===== src/rtl/life_board_loader.sv =====
// Row-streaming writer for a 16x16 toroidal life engine: assembles 16 row
// beats into a shadow board, commits it atomically with a one-cycle load
// strobe, flags framing errors and tracks generations since the last commit.
module life_board_loader (
  input  logic         clk,
  input  logic         areset_n,
  input  logic         in_valid,
  output logic         in_ready,
  input  logic [15:0]  in_row,
  input  logic         in_last,
  output logic         load,
  output logic [255:0] data,
  output logic         frame_err,
  output logic [7:0]   frames_ok,
  output logic [15:0]  gen_count
);

  localparam int unsigned ROWS  = 16;
  localparam int unsigned COLS  = 16;
  localparam int unsigned IDX_W = 4;
  localparam int unsigned FOK_W = 8;
  localparam int unsigned GEN_W = 16;

  localparam logic [IDX_W-1:0] LAST_IDX = IDX_W'(ROWS - 1);

  typedef enum logic [1:0] {
    FILL   = 2'd0,
    COMMIT = 2'd1,
    DROP   = 2'd2
  } state_t;

  state_t                      state;
  state_t                      state_d;
  logic [IDX_W-1:0]            idx;
  logic [IDX_W-1:0]            idx_d;
  logic [ROWS-1:0][COLS-1:0]   shadow;
  logic                        accept;
  logic                        wr_en;
  logic                        commit;
  logic                        err_d;

  // Only the single commit cycle stalls the row stream.
  assign in_ready = (state != COMMIT);
  assign accept   = in_valid && in_ready;

  // Next-state, row index and commit/error decisions.
  always_comb begin
    state_d = state;
    idx_d   = idx;
    wr_en   = 1'b0;
    commit  = 1'b0;
    err_d   = 1'b0;
    case (state)
      FILL: begin
        if (accept) begin
          if (idx == LAST_IDX) begin
            idx_d = '0;
            if (in_last) begin
              commit  = 1'b1;
              state_d = COMMIT;
            end else begin
              err_d   = 1'b1;
              state_d = DROP;
            end
          end else if (in_last) begin
            err_d = 1'b1;
            idx_d = '0;
          end else begin
            wr_en = 1'b1;
            idx_d = idx + IDX_W'(1);
          end
        end
      end
      COMMIT: begin
        state_d = FILL;
        idx_d   = '0;
      end
      DROP: begin
        if (accept && in_last) begin
          state_d = FILL;
          idx_d   = '0;
        end
      end
      default: begin
        state_d = FILL;
        idx_d   = '0;
      end
    endcase
  end

  // State and row index registers.
  always_ff @(posedge clk or negedge areset_n) begin
    if (!areset_n) begin
      state <= FILL;
      idx   <= '0;
    end else begin
      state <= state_d;
      idx   <= idx_d;
    end
  end

  // Shadow board; the final row bypasses it straight into the commit.
  always_ff @(posedge clk or negedge areset_n) begin
    if (!areset_n) begin
      shadow <= '0;
    end else if (wr_en) begin
      shadow[idx] <= in_row;
    end
  end

  // Committed board, load strobe, error pulse and frame counter.
  always_ff @(posedge clk or negedge areset_n) begin
    if (!areset_n) begin
      data      <= '0;
      load      <= 1'b0;
      frame_err <= 1'b0;
      frames_ok <= '0;
    end else begin
      load      <= commit;
      frame_err <= err_d;
      if (commit) begin
        data      <= {in_row, shadow[ROWS-2:0]};
        frames_ok <= frames_ok + FOK_W'(1);
      end
    end
  end

  // Generations since the engine sampled load; saturating.
  always_ff @(posedge clk or negedge areset_n) begin
    if (!areset_n) begin
      gen_count <= '0;
    end else if (load) begin
      gen_count <= '0;
    end else if (gen_count != {GEN_W{1'b1}}) begin
      gen_count <= gen_count + GEN_W'(1);
    end
  end

endmodule


===== config.mk =====
export PLATFORM = sky130hd
export DESIGN_NAME = life_board_loader
export DESIGN_NICKNAME = d
export VERILOG_FILES = /design/src/rtl/life_board_loader.sv
export SDC_FILE = /design/constraint.sdc
export NUM_CORES = 1
export LEC_CHECK = 0
export BUFFER_PORTS_ARGS = -buffer_cell sky130_fd_sc_hd__buf_2
export CORE_MARGIN = 4
export CORE_UTILIZATION = 40
export CTS_CLUSTER_DIAMETER = 200
export DETAILED_ROUTE_END_ITERATION = 12
export GPL_ROUTABILITY_DRIVEN = 0
export PLACE_DENSITY_LB_ADDON = 0.05
export SLEW_MARGIN = 20
export SYNTH_ARGS = -nofsm -noshare
export SYNTH_HDL_FRONTEND = slang
export SYNTH_SLANG_ARGS = --single-unit

===== constraint.sdc =====
create_clock -name clk -period 2.1 [get_ports clk]
set_input_delay 0 -clock clk [delete_from_list [all_inputs] [get_ports clk]]
set_output_delay 0 -clock clk [all_outputs]
set_load 0.02 [all_outputs]

# After elaboration in Yosys (flattened, before gate mapping)
# Cells that the tools add are included.
[totals]
regBits = 544
word_cells = 68
inputBits = 20
[op_classes]
eq_ne = 7
n_mux = 26
n_reduce_logical = 7
addsub = 3
magnitude_cmp = 2
[ops]
columns = ["op", "count"]
rows = [
  ["$bwmux W256", 1],
  ["$demux W16 S4", 1],
  ["$mux W16", 3],
  ["$add A16 B1 Y16 const B", 1],
  ["$mux W4", 4],
  ["$ne A16 B16 Y1 const B", 1],
  ["$mux W1", 11],
  ["$add A8 B1 Y8 const B", 1],
  ["$mux W2", 4],
  ["$pmux W4 S2", 1],
  ["$ne A2 B2 Y1 const B", 3],
  ["$lt A4 B5 Y1 const B", 1],
  ["$add A4 B1 Y4 const B", 1],
  ["$eq A4 B4 Y1 const B", 1],
  ["$ge A4 B1 Y1 const B", 1],
  ["$pmux W2 S2", 1],
  ["$logic_and A1 B1 Y1", 3],
  ["$reduce_and A3 Y1", 1],
  ["$eq A2 B2 Y1 const B", 1],
  ["$logic_not A2 Y1", 1],
  ["$ne A2 B1 Y1 const B", 1],
  ["$reduce_and A2 Y1", 1],
  ["$reduce_bool A2 Y1", 1],
]

# Longest topological paths before layout
# Gate-level depths: netlist of run 1.
[depth]
depth_word = 5
mapped_depth = 9
ltp_nobuf = 8

# Least setup slack after synthesis of run 1
# Ideal clock, no wire load.
[synth_timing]
path_type = "register to register"
from = "reg idx[1]"
to = "reg data[240]"
slack_ps = 4
setup_time_ps = 125
stages_incl_launch_ff = 10
t_required_ps = 1975
arrival_time_ps = 1971
period_less_slack_ps = 2096
n_path_buf = 3
path_cell_list = "dfrtp_1 -> ha_1 -> nand3_1 -> inv_1 -> ha_1 -> and4bb_2 -> buf_2 -> buf_2 -> buf_4 -> mux2_2"
[synth_between]
elab_chain_cells = 4
[synth_lines]
columns = ["item", "line_no", "source"]
rows = [
  ["from (decl)", "34", "logic [IDX_W-1:0] idx;"],
  ["from (signal assigned)", "98", "idx <= idx_d;"],
  ["$eq A4 B4 Y1", "56", "if (idx == LAST_IDX) begin"],
  ["$mux W1", "56", ""],
  ["$mux W1", "55", "if (accept) begin"],
  ["$mux W1", "53", "case (state)"],
  ["to (signal assigned)", "122", "data <= {in_row, shadow[ROWS-2:0]};"],
  ["to (decl)", "12", "output logic [255:0] data,"],
]
# No other way between the ends.
# A chain may end at the register's enable or synchronous reset.

# Worst setup path after layout of run 1
[layout_timing]
from = "reg idx[0]"
to = "reg data[178]"
# Same word-level chain as after synthesis.

==> results summary, run 1 <==
The number of antenna violations at the first check in global routing is 0. The analysis attributes to cell leakage a power of approximately 14 nW. The part of the cycle the worst path needs is 1.02.

The final reports fail on negative setup slack. The worst setup slack after placement is -0.0764 ns. The number of synthesized flops with an enable pin came out at 0. In the synthesized netlist, the number of instances is ~1200. Summed over all instances, the cell type with the most area after synthesis is dfrtp_1. The endpoint arrival time on the critical path came out at between 2 and 3 ns. No sink is reached through more buffers than the 3 on the longest clock path. The core outline area is around 0.05 mm². The via count normalized by instance count came out at about 5.0. The number of filler cells placed in the layout is ~4300. Clock-pin slew was measured on the worst setup and hold paths at about 0.06 ns. The area fraction of the dominant cell type after synthesis is 0.647.

The required time at the worst-slack endpoint came out at roughly 2.6 ns. Based on the critical path, the design can be clocked at up to around 460 MHz. The clock tree root buffer cell is clkbuf_16.

The number of standard-cell rows in the floorplan came out at 82. The cell depth of the worst flop-to-flop path is 10. The signal on the critical path passes through ha_2, nand3_2, buf_6, inv_4, ha_4, and4bb_4, buf_6, buf_12, buf_12, mux2_2. The maximum single-stage delay on the critical path is ~0.35 ns.

Summing every instance area after synthesis gives between 0.02 and 0.025 mm². STA classifies the critical path endpoint as a flip-flop. Yosys attributes the largest share of cell area to dfrtp_1 (65%), mux2_2 (26%), mux2_4 (2.2%), buf_6 (0.77%), buf_2 (0.54%). The number of global-route vias before repair came to ~12000. The worst reg-to-reg setup slack came out at -0.05 ns. Clock latency on the worst-skew pair, taken at its later pin, is 0.60 ns.

Summing over every cut layer, the via total after detailed routing is around 12000. The share of synthesized registers carrying an async set or reset is 1.00. The first global-routing pass estimated slightly below 80000 µm of wire. The remaining global-route overflow is 0.

The number of nets produced by synthesis is around 1300. Counting both buffers and inverters, the worst setup path holds a total of 5. The number of pins with negative max-slew slack in the final report is 0. Setup repair after global routing could not meet its margin everywhere. The first routing iteration left 421 violations. The setup slack after layout is -0.0508 ns. The largest driver fanout on the critical path is 16. The count of final hold-check violations is 0.

The worst setup path is launched from a flip-flop. For this run, the leading register cell type out of synthesis is dfrtp_1. The overall die width came out at about 230 µm.

Across the VDD grid, the largest voltage drop is between 0.6 and 0.7 mV. The final sum of negative setup slack came out at -3.22 ns. The half-perimeter wire length after detailed placement is approximately 34000 µm.

After the last flow step, the layout net total stands at approximately 1700. The number of distinct library cells after synthesis is 47. The TritonCTS clock tree is done. The number of instances in the placed design came out at 2235. After synthesis, the most frequently instantiated cells are dfrtp_1 (528), mux2_2 (469), mux2_4 (30). The relative slew slack is 0.556.

The clock tree skew after final layout came out at between 0.01 and 0.015 ns. Dividing the synthesized area by the synthesized cell count gives about 16 µm². The path class of the tightest hold or removal check is primary input to flip-flop. The flow ran to the end, but the final reports show violations. The transition time at the pin with the least slew margin is approximately 0.67 ns. The final antenna diode count is 0. During synthesis, Yosys emitted a total of 0 warnings. The dominant cell by count in the synthesized netlist is dfrtp_1. The DRC violation count after routing came out at 0.

The number of gates on the worst path with buffers counted is 10. The count of port buffers added during placement is 302. The overall routing resource usage came out at 0.188. The power density relative to cell area came out at roughly 870 mW/mm². The total routed wirelength is approximately 55000 µm. The final period demand of the worst path came out at ~2.2 ns. The library cell contributing the largest single delay on the critical path is dfrtp_1. The count of nets left with antenna violations once routing finished came out at 0.

The pin count of the biggest net entering global routing is between 60 and 70. Across the run, the number of max-cap violations was 0. The post-synthesis register bit count came out at 528.

Counting every sink on the clock net gives approximately 530. Setup violations remaining at the end of the flow were counted as around 150. The total I/O pin count came out at 303.

The number of buffers inserted during clock tree synthesis is 56. Excluding fillers, the count of instances in the completed layout stands at 2381. The worst setup path is of the flip-flop to flip-flop kind. The die covers roughly 0.055 mm².

The share of the yosys chip area belonging to registers is 0.647. The share of cells above drive strength 1 came out at 0.608. The wire length per cell is roughly 23 µm. Before antenna repair, the detailed router went through 6 iterations. The H-tree was split into 2 levels.

The vertical die dimension came out at approximately 230 µm. The area added between synthesis and finish came out at 31.2%. The kind of cell with the highest combined delay along the critical path is buffers and inverters. The worst hold path cell count came out at 2. The total power came out at about 23 mW. The starting utilization of the core area is 0.406.
-- power by group --
group / switching (mW) / leakage [nW] / internal [mW] / total (mW)
Sequential: 0.558 / 7.20 / 11.2 / 11.8
Clock: 3.97 / 0.887 / 5.63 / 9.59
Combinational: 0.859 / 6.05 / 1.06 / 1.91
-- logic make-up (layout without fill, tap and decap cells) --
| kind of cell | Yosys count | in the layout | share of synthesized area |
|---|---|---|---|
| flip-flops | 528 | 528 | 0.647 |
| adder cells (fa/ha/maj) | 8 | 8 | 0.00490 |
| buffers and inverters | 79 | 545 | 0.0236 |
| multiplexers | 504 | 504 | 0.283 |
| XOR/XNOR | 9 | 9 | 0.00386 |
| AND/OR/NAND/NOR | 90 | 91 | 0.0305 |
| AO/OA/AOI/OAI | 24 | 24 | 0.00711 |
-- cells in the final DEF (no fill, tap or decap), types with 7 or more instances in the layout --
cell type | netlist | final
mux2_2 | 469 | 335
a21oi_1 | 9 | 9
dlygate4sd3_1 | 0 | 10
nand2_4 | 9 | 7
buf_2 | 22 | 301
clkbuf_1 | 19 | 20
inv_1 | 9 | 8
clkbuf_8 | 0 | 15
dfrtp_1 | 528 | 528
clkinv_2 | 0 | 10
nand3_1 | 10 | 7
buf_8 | 0 | 12
clkbuf_16 | 0 | 75
buf_4 | 14 | 37
nor2_1 | 13 | 13
buf_12 | 0 | 43
nor3_1 | 9 | 9
buf_6 | 14 | 8
mux2_4 | 30 | 164
-- sequential cells by signal, indices dropped and copies added (netlist names) --
signal	flops
data	256
shadow	240
gen_count	16
frames_ok	8
idx	4
state	2
frame_err	1
load	1
-- final timing paths --
kind / start / to
max in group asynchronous: areset_n / shadow[208]$_DFFE_PN0P_
max reg2reg: idx[0]$_DFFE_PN0P_ / data[178]$_DFFE_PN0P_
min in group asynchronous: areset_n / data[27]$_DFFE_PN0P_
min reg2reg: frames_ok[7]$_DFFE_PN0P_ / frames_ok[7]$_DFFE_PN0P_
max: idx[0]$_DFFE_PN0P_ / data[178]$_DFFE_PN0P_
min: in_row[12] / shadow[12]$_DFFE_PN0P_
-- worst register-to-register path, stage by stage (launching register included) --
cell      delay, ns
dfrtp_1        0.35
ha_2           0.19
nand3_2        0.09
buf_6          0.13
inv_4          0.05
ha_4           0.11
and4bb_4       0.28
buf_6          0.13
buf_12         0.18
buf_12         0.19
mux2_2         0.35
-- timing repair --
item,in CTS,in global routing
hold buffers,11,0
cloned,1,23
endpoints found under the setup margin,273,472
endpoints found under the hold margin,529,0
resized for setup,17,180
pin swaps,0,2
buffers inserted,2,6
-- layout make-up --
type	instances	area, µm²	share of cell area
repair buffers	433	3580	0.133
multi-input cells	636	7340	0.274
well taps	672	841	0.0314
clock inverters	11	80.1	0.00299
clock buffers	92	1710	0.0638
inverters	9	36.3	0.00135
flip-flops and latches	528	13200	0.493
-- layer usage --
layer  track usage  part of all wire
met4        0.0492             0.018
met3        0.0378             0.045
met5             0                 0
met1         0.254              0.45
met2         0.312              0.49
-- metrics by stage --
step	utilization	hold slack (ns)	area (µm²)
after floorplan	-	-0.296	20400
after global placement	0.468	-0.0757	23500
after detailed placement	0.468	-0.0691	23500
after CTS	0.508	0.00604	25500
after global routing	0.533	0.0213	26800
final	0.533	0.0108	26800
(Power assumes the default switching activity.)
==> inputs of run 2 (changes only) <==
- clock period: 2.1 -> 2.6 ns (I/O delays scaled with it)
==> results summary, run 2 (synthesized netlist as in run 1, its figures left out) <==
The switching portion of total power came out at 0.224 (-0.00685). STA classifies the critical path startpoint as a flip-flop. In the final layout, the registers with the most flip-flops are data: 256 flops, shadow: 240 flops, gen_count: 16 flops.

The worst hold path cell count is 2 (unchanged). The relative slew slack came out at 0.571 (+0.0159). The cell-internal power was 14.6 mW (-19%). The maximum single-stage delay on the critical path is 0.41 ns (+0.06 ns). The number of clock sinks came out at 528 (unchanged). The TritonCTS clock tree is done. The remaining global-route overflow came to 0 (unchanged). The H-tree depth reported by CTS is 2 (unchanged).

The count of final hold-check violations is 0 (unchanged). The clock tree skew after final layout was 0.00923 ns (-0.00403 ns). The wire length per cell came out at 21.5 µm (-6.2%). The worst reg-to-reg setup slack came out at 0.20 ns (+0.25 ns). The starting DRC count in detailed routing came to 447 (+6.2%). The total I/O pin count came to 303 (unchanged).

The number of standard-cell rows in the floorplan is 82 (unchanged). The share of cells above drive strength 1 is 0.584 (-0.0242). The portion of total power attributed to the clock network is 0.424 (+0.012). The number of antenna violations at the first check in global routing was 1 (+1). The leading cell type in the layout, fill and taps excluded is dfrtp_1. The via count of the routed design was 11392 (-4.5%). In this run the critical register-to-register path is captured at shadow[101]$_DFFE_PN0P_. The combinational share of power was 0.071 (-0.011). The worst register-to-register path begins at idx[1]$_DFFE_PN0P_. The worst setup path is captured at a flip-flop. The required time at the worst-slack endpoint is 3.07 ns (+0.49 ns). Among the stages of the critical path, the cell type that occurs most often is ha_1.

The area added between synthesis and finish is 21.3%. The overall routing resource usage is 0.180 (-0.00740). The worst hold path belongs to the class primary input to flip-flop. The number of iterations in the first detailed-routing pass came to 4 (-2). The clock tree root buffer cell is clkbuf_16. The static power due to leakage came to 13.3 nW (-5.8%). The DRC violation count after routing came out at 0 (unchanged). The final period demand of the worst path is 2.40 ns (+0.251 ns). The net count of the finished layout came out at 1603 (-5.3%).

The worst voltage drop across the vdd grid is 0.439 mV (-30%). The starting utilization of the core area was 0.406 (unchanged). The setup path with the least slack is of type flip-flop to flip-flop. The number of buffers inserted during clock tree synthesis came to 55 (-1.8%). The first-pass GRT wire length is 75400 µm (-3.5%).

Ranked by flip-flop count, first place goes to data. The clock transition at the registers of the reported paths is 0.06 ns (about the same). The part of the cycle the worst path needs is 0.924 (-0.101). The largest driver fanout on the critical path came out at 16 (unchanged). The total die area came out at 0.0547 mm² (unchanged). The number of violations of the max-capacitance limit is 0 (unchanged). The worst hold path terminates at shadow[53]$_DFFE_PN0P_. The core outline area is 0.0503 mm² (unchanged). The transition time at the pin with the least slew margin is 0.643 ns (-0.0238 ns).

The overall die width is 234 µm (unchanged). The final sum of negative setup slack came out at 0 ns (+3.22 ns). The endpoint arrival time on the critical path came out at 2.87 ns (+0.24 ns). The flow ran to the end, and the final reports show no timing, DRC or antenna violations. The remaining antenna violation count came out at 0 (unchanged). The post-layout utilization of the core is 0.493 (-0.0401).

The peak clock frequency supported by timing came out at 416 MHz (-10%). The total routed wirelength came out at 49300 µm (-9.7%). The pin count of the biggest net entering global routing is 82 (+21%).

The portion of total power attributed to sequential cells came out at 0.504 (about the same). The cell depth of the worst flop-to-flop path came out at 8 (-2). In this run the most critical hold path is launched from in_row[5]. The number of global-route vias before repair came out at 11971 (-2.8%). The total net switching power is 4.21 mW (-22%).

The flip-flop count of the largest register after layout is 256 (unchanged). The clock latency reported for the late side of the worst-skew pair is 0.58 ns (-0.02 ns). The maximum clock insertion buffer count came out at 3 (unchanged). The number of pins with negative max-slew slack in the final report was 0 (unchanged). Setup repair after global routing left no endpoint under its margin. The library cell contributing the largest single delay on the critical path is dfrtp_1. The power density relative to cell area is 758 mW/mm² (-13%). The vertical die dimension came out at 234 µm (unchanged). The signal on the critical path passes through ha_1, nand3_1, ha_1, and4bb_1, and2_1, buf_4, nand2_4, mux2_2. The half-perimeter wire length after detailed placement came out at 32600 µm (-5.1%). The library cells used most frequently in the layout, excluding fill and tap cells, are dfrtp_1 (528), mux2_2 (469), buf_2 (301). The via count normalized by instance count is 4.97 (-0.78%). The count of port buffers added during placement is 302 (unchanged). The total of endpoints with negative setup slack in the final report is 0 (-100%).
run 2: changes by cell type in the layout (fill, tap and decap cells not counted), moves of 11 or more:
| cell | previous run | this run |
|---|---|---|
| mux2_2 | 335 | 469 |
| buf_12 | 43 | 18 |
| buf_8 | 12 | 1 |
| buf_4 | 37 | 18 |
| clkbuf_16 | 75 | 57 |
| mux2_4 | 164 | 30 |
run 2: through the flow:
| stage | total power [mW] | cells | hold slack, ns | setup slack (ns) | area (µm²) |
|---|---|---|---|---|---|
| after CTS | 19.1 | 2287 | 0.00980 | 0.127 | 24700 |
| after detailed placement | 11.0 | 2179 | -0.0716 | 0.168 | 22800 |
| after global routing | 19.6 | 2290 | 0.0239 | 0.0366 | 24800 |
| final | 18.8 | 2291 | 0.0327 | 0.199 | 24800 |
| after global placement | 10.9 | 2179 | -0.0730 | 0.236 | 22800 |
| after floorplan | 10.4 | 1242 | -0.296 | 0.504 | 20400 |
run 2: area by class of cell:
class                   count  area [µm²]
diodes                      2        5.00
clock inverters            11         130
inverters                   9        33.8
repair buffers            346        2100
flip-flops and latches    528       13200
well taps                 672         841
multi-input cells         635        6730
fillers                  4466       25500
clock buffers              88        1720
run 2: repair_timing:
item / in CTS / in global routing
setup buffers: 0 / 2
setup endpoints to repair: 0 / 10
gates resized for setup: 0 / 0
endpoints found under the hold margin: 476 / 0
hold buffers: 9 / 0
run 2: power groups by stage:
stage,clock network (mW),registers [mW],logic (mW)
after detailed placement,0,9.61,1.37
after global routing,8.57,9.55,1.49
after global placement,0,9.59,1.32
after floorplan,0,9.50,0.907
final,7.97,9.47,1.34
after CTS,8.24,9.46,1.38
run 2: layer usage:
metal  up-vias  global-route usage  routed length (µm)
li1       5071                   -                   -
met5         -                   0                   0
met1      6059               0.243               21700
met4         0              0.0442                 835
met2       199               0.300               24300
met3        63              0.0411                2470
run 2: critical path, delay by kind of cell (launching register included):
family / cells / cell delay [ns]
and+or+nand+nor: 4 / 0.85
adders and majority gates: 2 / 0.45
DFF: 1 / 0.41
muxes: 1 / 0.38
buffers and inverters: 1 / 0.18
run 2: worst max path at each step:
stage	startpoint	to	slack [ns]	cells past startpoint
floorplan	idx[1]$_DFFE_PN0P_	data[240]$_DFFE_PN0P_	0.50	9
global placement	idx[0]$_DFFE_PN0P_	shadow[206]$_DFFE_PN0P_	0.24	7
detailed placement	idx[0]$_DFFE_PN0P_	shadow[201]$_DFFE_PN0P_	0.17	7
CTS	idx[1]$_DFFE_PN0P_	shadow[206]$_DFFE_PN0P_	0.13	7
global route	idx[1]$_DFFE_PN0P_	shadow[111]$_DFFE_PN0P_	0.04	8
finish	idx[1]$_DFFE_PN0P_	shadow[101]$_DFFE_PN0P_	0.20	8
==> inputs of run 3 (changes only) <==
==> constraint.sdc (replaced) <==
create_clock -name clk -period 2.6 [get_ports clk]
set_input_delay 0.13 -clock clk [delete_from_list [all_inputs] [get_ports clk]]
set_output_delay 0.13 -clock clk [all_outputs]
set_load 0.02 [all_outputs]
==> results summary, run 3 (synthesized netlist as in run 1, its figures left out) <==
The required time at the worst-slack endpoint is 3.07 ns (about the same). The count of final hold-check violations is 0 (unchanged). The worst voltage drop across the vdd grid is 0.441 mV (+0.56%). The switching portion of total power is 0.226 (+0.00140).

The highest metal layer carrying signal wires in the routed design is met4. The starting DRC count in detailed routing came out at 444 (-0.67%). The total routed wirelength came out at 49300 µm (-0.11%). The tightest min-delay check is of the primary input to async pin type. The via count of the routed design is 11374 (-0.16%).

The pin count of the biggest net entering global routing is 80 (-2.4%). The library cell used most frequently in the layout, excluding fill and tap cells, is dfrtp_1. The total routed wire length on the met1 layer came out at 21700 µm (-0.17%). The number of antenna violations at the first check in global routing came out at 0 (-1). The power density relative to cell area is 751 mW/mm² (-0.89%). The net count of the finished layout is 1599 (-0.25%). The number of buffers inserted during clock tree synthesis came out at 55 (unchanged). The half-perimeter wire length after detailed placement came to 32900 µm (+0.84%). The overall routing resource usage is 0.181 (+0.000835). The share of cells above drive strength 1 came out at 0.580 (-0.00331). The static power due to leakage came to 13.2 nW (-0.81%). The endpoint arrival time on the critical path was 2.92 ns (+0.05 ns). The overall die width is 234 µm (unchanged).

The clock tree skew after final layout came to 0.0153 ns (+0.00605 ns). The clock latency reported for the late side of the worst-skew pair is 0.59 ns (about the same). The maximum clock insertion buffer count is 3 (unchanged). The endpoint type of the worst setup path is a flip-flop. The flow ran to the end, and the final reports show no timing, DRC or antenna violations.

The largest driver fanout on the critical path came out at 16 (unchanged). The kind of launch point of the worst setup path is a flip-flop. The via count normalized by instance count is 4.99 (+0.28%). The core outline area came out at 0.0503 mm² (unchanged). The number of pins with negative max-slew slack in the final report was 0 (unchanged). The cell-internal power is 14.3 mW (-2.0%). Leaving out fill and tap cells, the most frequent cells in the layout are dfrtp_1 (528), mux2_2 (469), buf_2 (301). The total I/O pin count came out at 303 (unchanged). The tightest hold margin is 0.107 ns (+0.0740 ns). The portion of total power attributed to sequential cells is 0.513 (+0.009). The portion of total power attributed to the clock network came out at 0.415 (-0.009). The final period demand of the worst path came to 2.45 ns (+0.0503 ns). The largest register by flop count is data. The critical path is of the flip-flop to flip-flop type. The first-pass GRT wire length is 75700 µm (+0.31%). The remaining antenna violation count was 0 (unchanged). The transition time at the pin with the least slew margin is 0.685 ns (+0.0418 ns). The amount of wire on met2 after detailed routing came out at 24000 µm (-1.1%). TritonCTS built the clock tree.

The number of standard-cell rows in the floorplan is 82 (unchanged). The DRC violation count after routing is 0 (unchanged). The part of the cycle the worst path needs came to 0.943 (+0.0193).

The count of port buffers added during placement came to 302 (unchanged). The peak clock frequency supported by timing is 408 MHz (-2.1%). The final antenna diode count came out at 0 (-2).

The remaining global-route overflow came out at 0 (unchanged). The number of iterations in the first detailed-routing pass came out at 4 (unchanged). The number of global-route vias before repair came out at 11893 (-0.65%). The H-tree depth reported by CTS is 2 (unchanged). The relative slew slack came out at 0.543 (-0.0288).

The final sum of negative setup slack is 0 ns (unchanged). The total die area is 0.0547 mm² (unchanged). The detailed route wirelength on metal3 is 2710 µm (+9.8%).

The total power is 18.4 mW (-1.8%). The number of violations of the max-capacitance limit came out at 0 (unchanged). The total of endpoints with negative setup slack in the final report is 0 (unchanged). The starting utilization of the core area is 0.406 (unchanged). The flip-flop count of the largest register after layout is 256 (unchanged). The number of clock sinks came to 528 (unchanged). The wire length per cell is 21.6 µm (+0.32%). The largest registers in the layout are data: 256 flops, shadow: 240 flops, gen_count: 16 flops. The clock tree root buffer cell is clkbuf_16.

The total net switching power is 4.16 mW (-1.2%). The vertical die dimension came out at 234 µm (unchanged). Setup repair after global routing left no endpoint under its margin. The clock transition at the registers of the reported paths came to 0.06 ns (about the same).

The area added between synthesis and finish came out at 20.2%. The combinational share of power is 0.072 (about the same).
-- run 3: changes by cell type in the layout (fill, tap and decap cells not counted) --
cell	previous run	this run
clkbuf_8	18	8
buf_12	18	12
buf_4	18	24
clkbuf_1	13	19
dlygate4sd3_1	8	4
diode_2	2	0
clkinv_2	8	7
clkinvlp_4	0	1
-- run 3: final timing paths --
check | startpoint | endpoint | slack, ns | cells after the start
worst max-delay path | idx[0]$_DFFE_PN0P_ | shadow[202]$_DFFE_PN0P_ | 0.15 | 7
worst min-delay path | areset_n | shadow[61]$_DFFE_PN0P_ | 0.11 | 2
worst max register to register | idx[0]$_DFFE_PN0P_ | shadow[202]$_DFFE_PN0P_ | 0.15 | 7
worst min register to register | frames_ok[7]$_DFFE_PN0P_ | frames_ok[7]$_DFFE_PN0P_ | 0.47 | 1
max in group asynchronous | areset_n | data[129]$_DFFE_PN0P_ | 1.51 | 3
min in group clk | in_row[1] | shadow[209]$_DFFE_PN0P_ | 0.14 | 2
-- run 3: timing repair --
action	in CTS	in global routing
endpoints found under the setup margin	0	8
hold buffers	4	0
buffers inserted	0	1
gates resized for setup	0	0
hold endpoints to repair	169	0
-- run 3: final cells by class --
class | instances | area [µm²]
repair buffers | 342 | 1980
fillers | 4463 | 25700
multi-input cells | 635 | 6730
well taps | 672 | 841
clock buffers | 84 | 1610
flip-flops and latches | 528 | 13200
clock inverters | 11 | 133
inverters | 9 | 33.8
-- run 3: critical path: stages, from the launching register on --
cell,delay (ns)
dfrtp_1,0.42
ha_1,0.25
nand3_1,0.13
ha_1,0.15
and4bb_1,0.23
and2_1,0.38
nand3_4,0.37
mux2_4,0.40
-- run 3: metal layers --
layer | up-vias | GRT usage
met2 | 222 | 0.297
met5 | - | 0
met4 | 0 | 0.0414
met1 | 6021 | 0.246
li1 | 5070 | -
met3 | 61 | 0.0442
-- run 3: metrics by stage --
step	cell area (µm²)	std cells	setup WS [ns]	utilization
after floorplan	20400	1242	0.504	-
after global placement	22700	2181	0.207	0.452
after detailed placement	22700	2181	0.147	0.452
after CTS	24500	2280	0.124	0.488
after global routing	24500	2281	0.00959	0.488
final	24500	2281	0.148	0.488
-- run 3: power groups by stage --
stage,registers (mW),clock network (mW),logic (mW)
4_1_cts,9.45,7.88,1.38
3_5_place_dp,9.60,0,1.37
2_1_floorplan,9.50,0,0.907
3_3_place_gp,9.58,0,1.32
5_1_grt,9.56,8.22,1.50
6_report,9.46,7.65,1.33
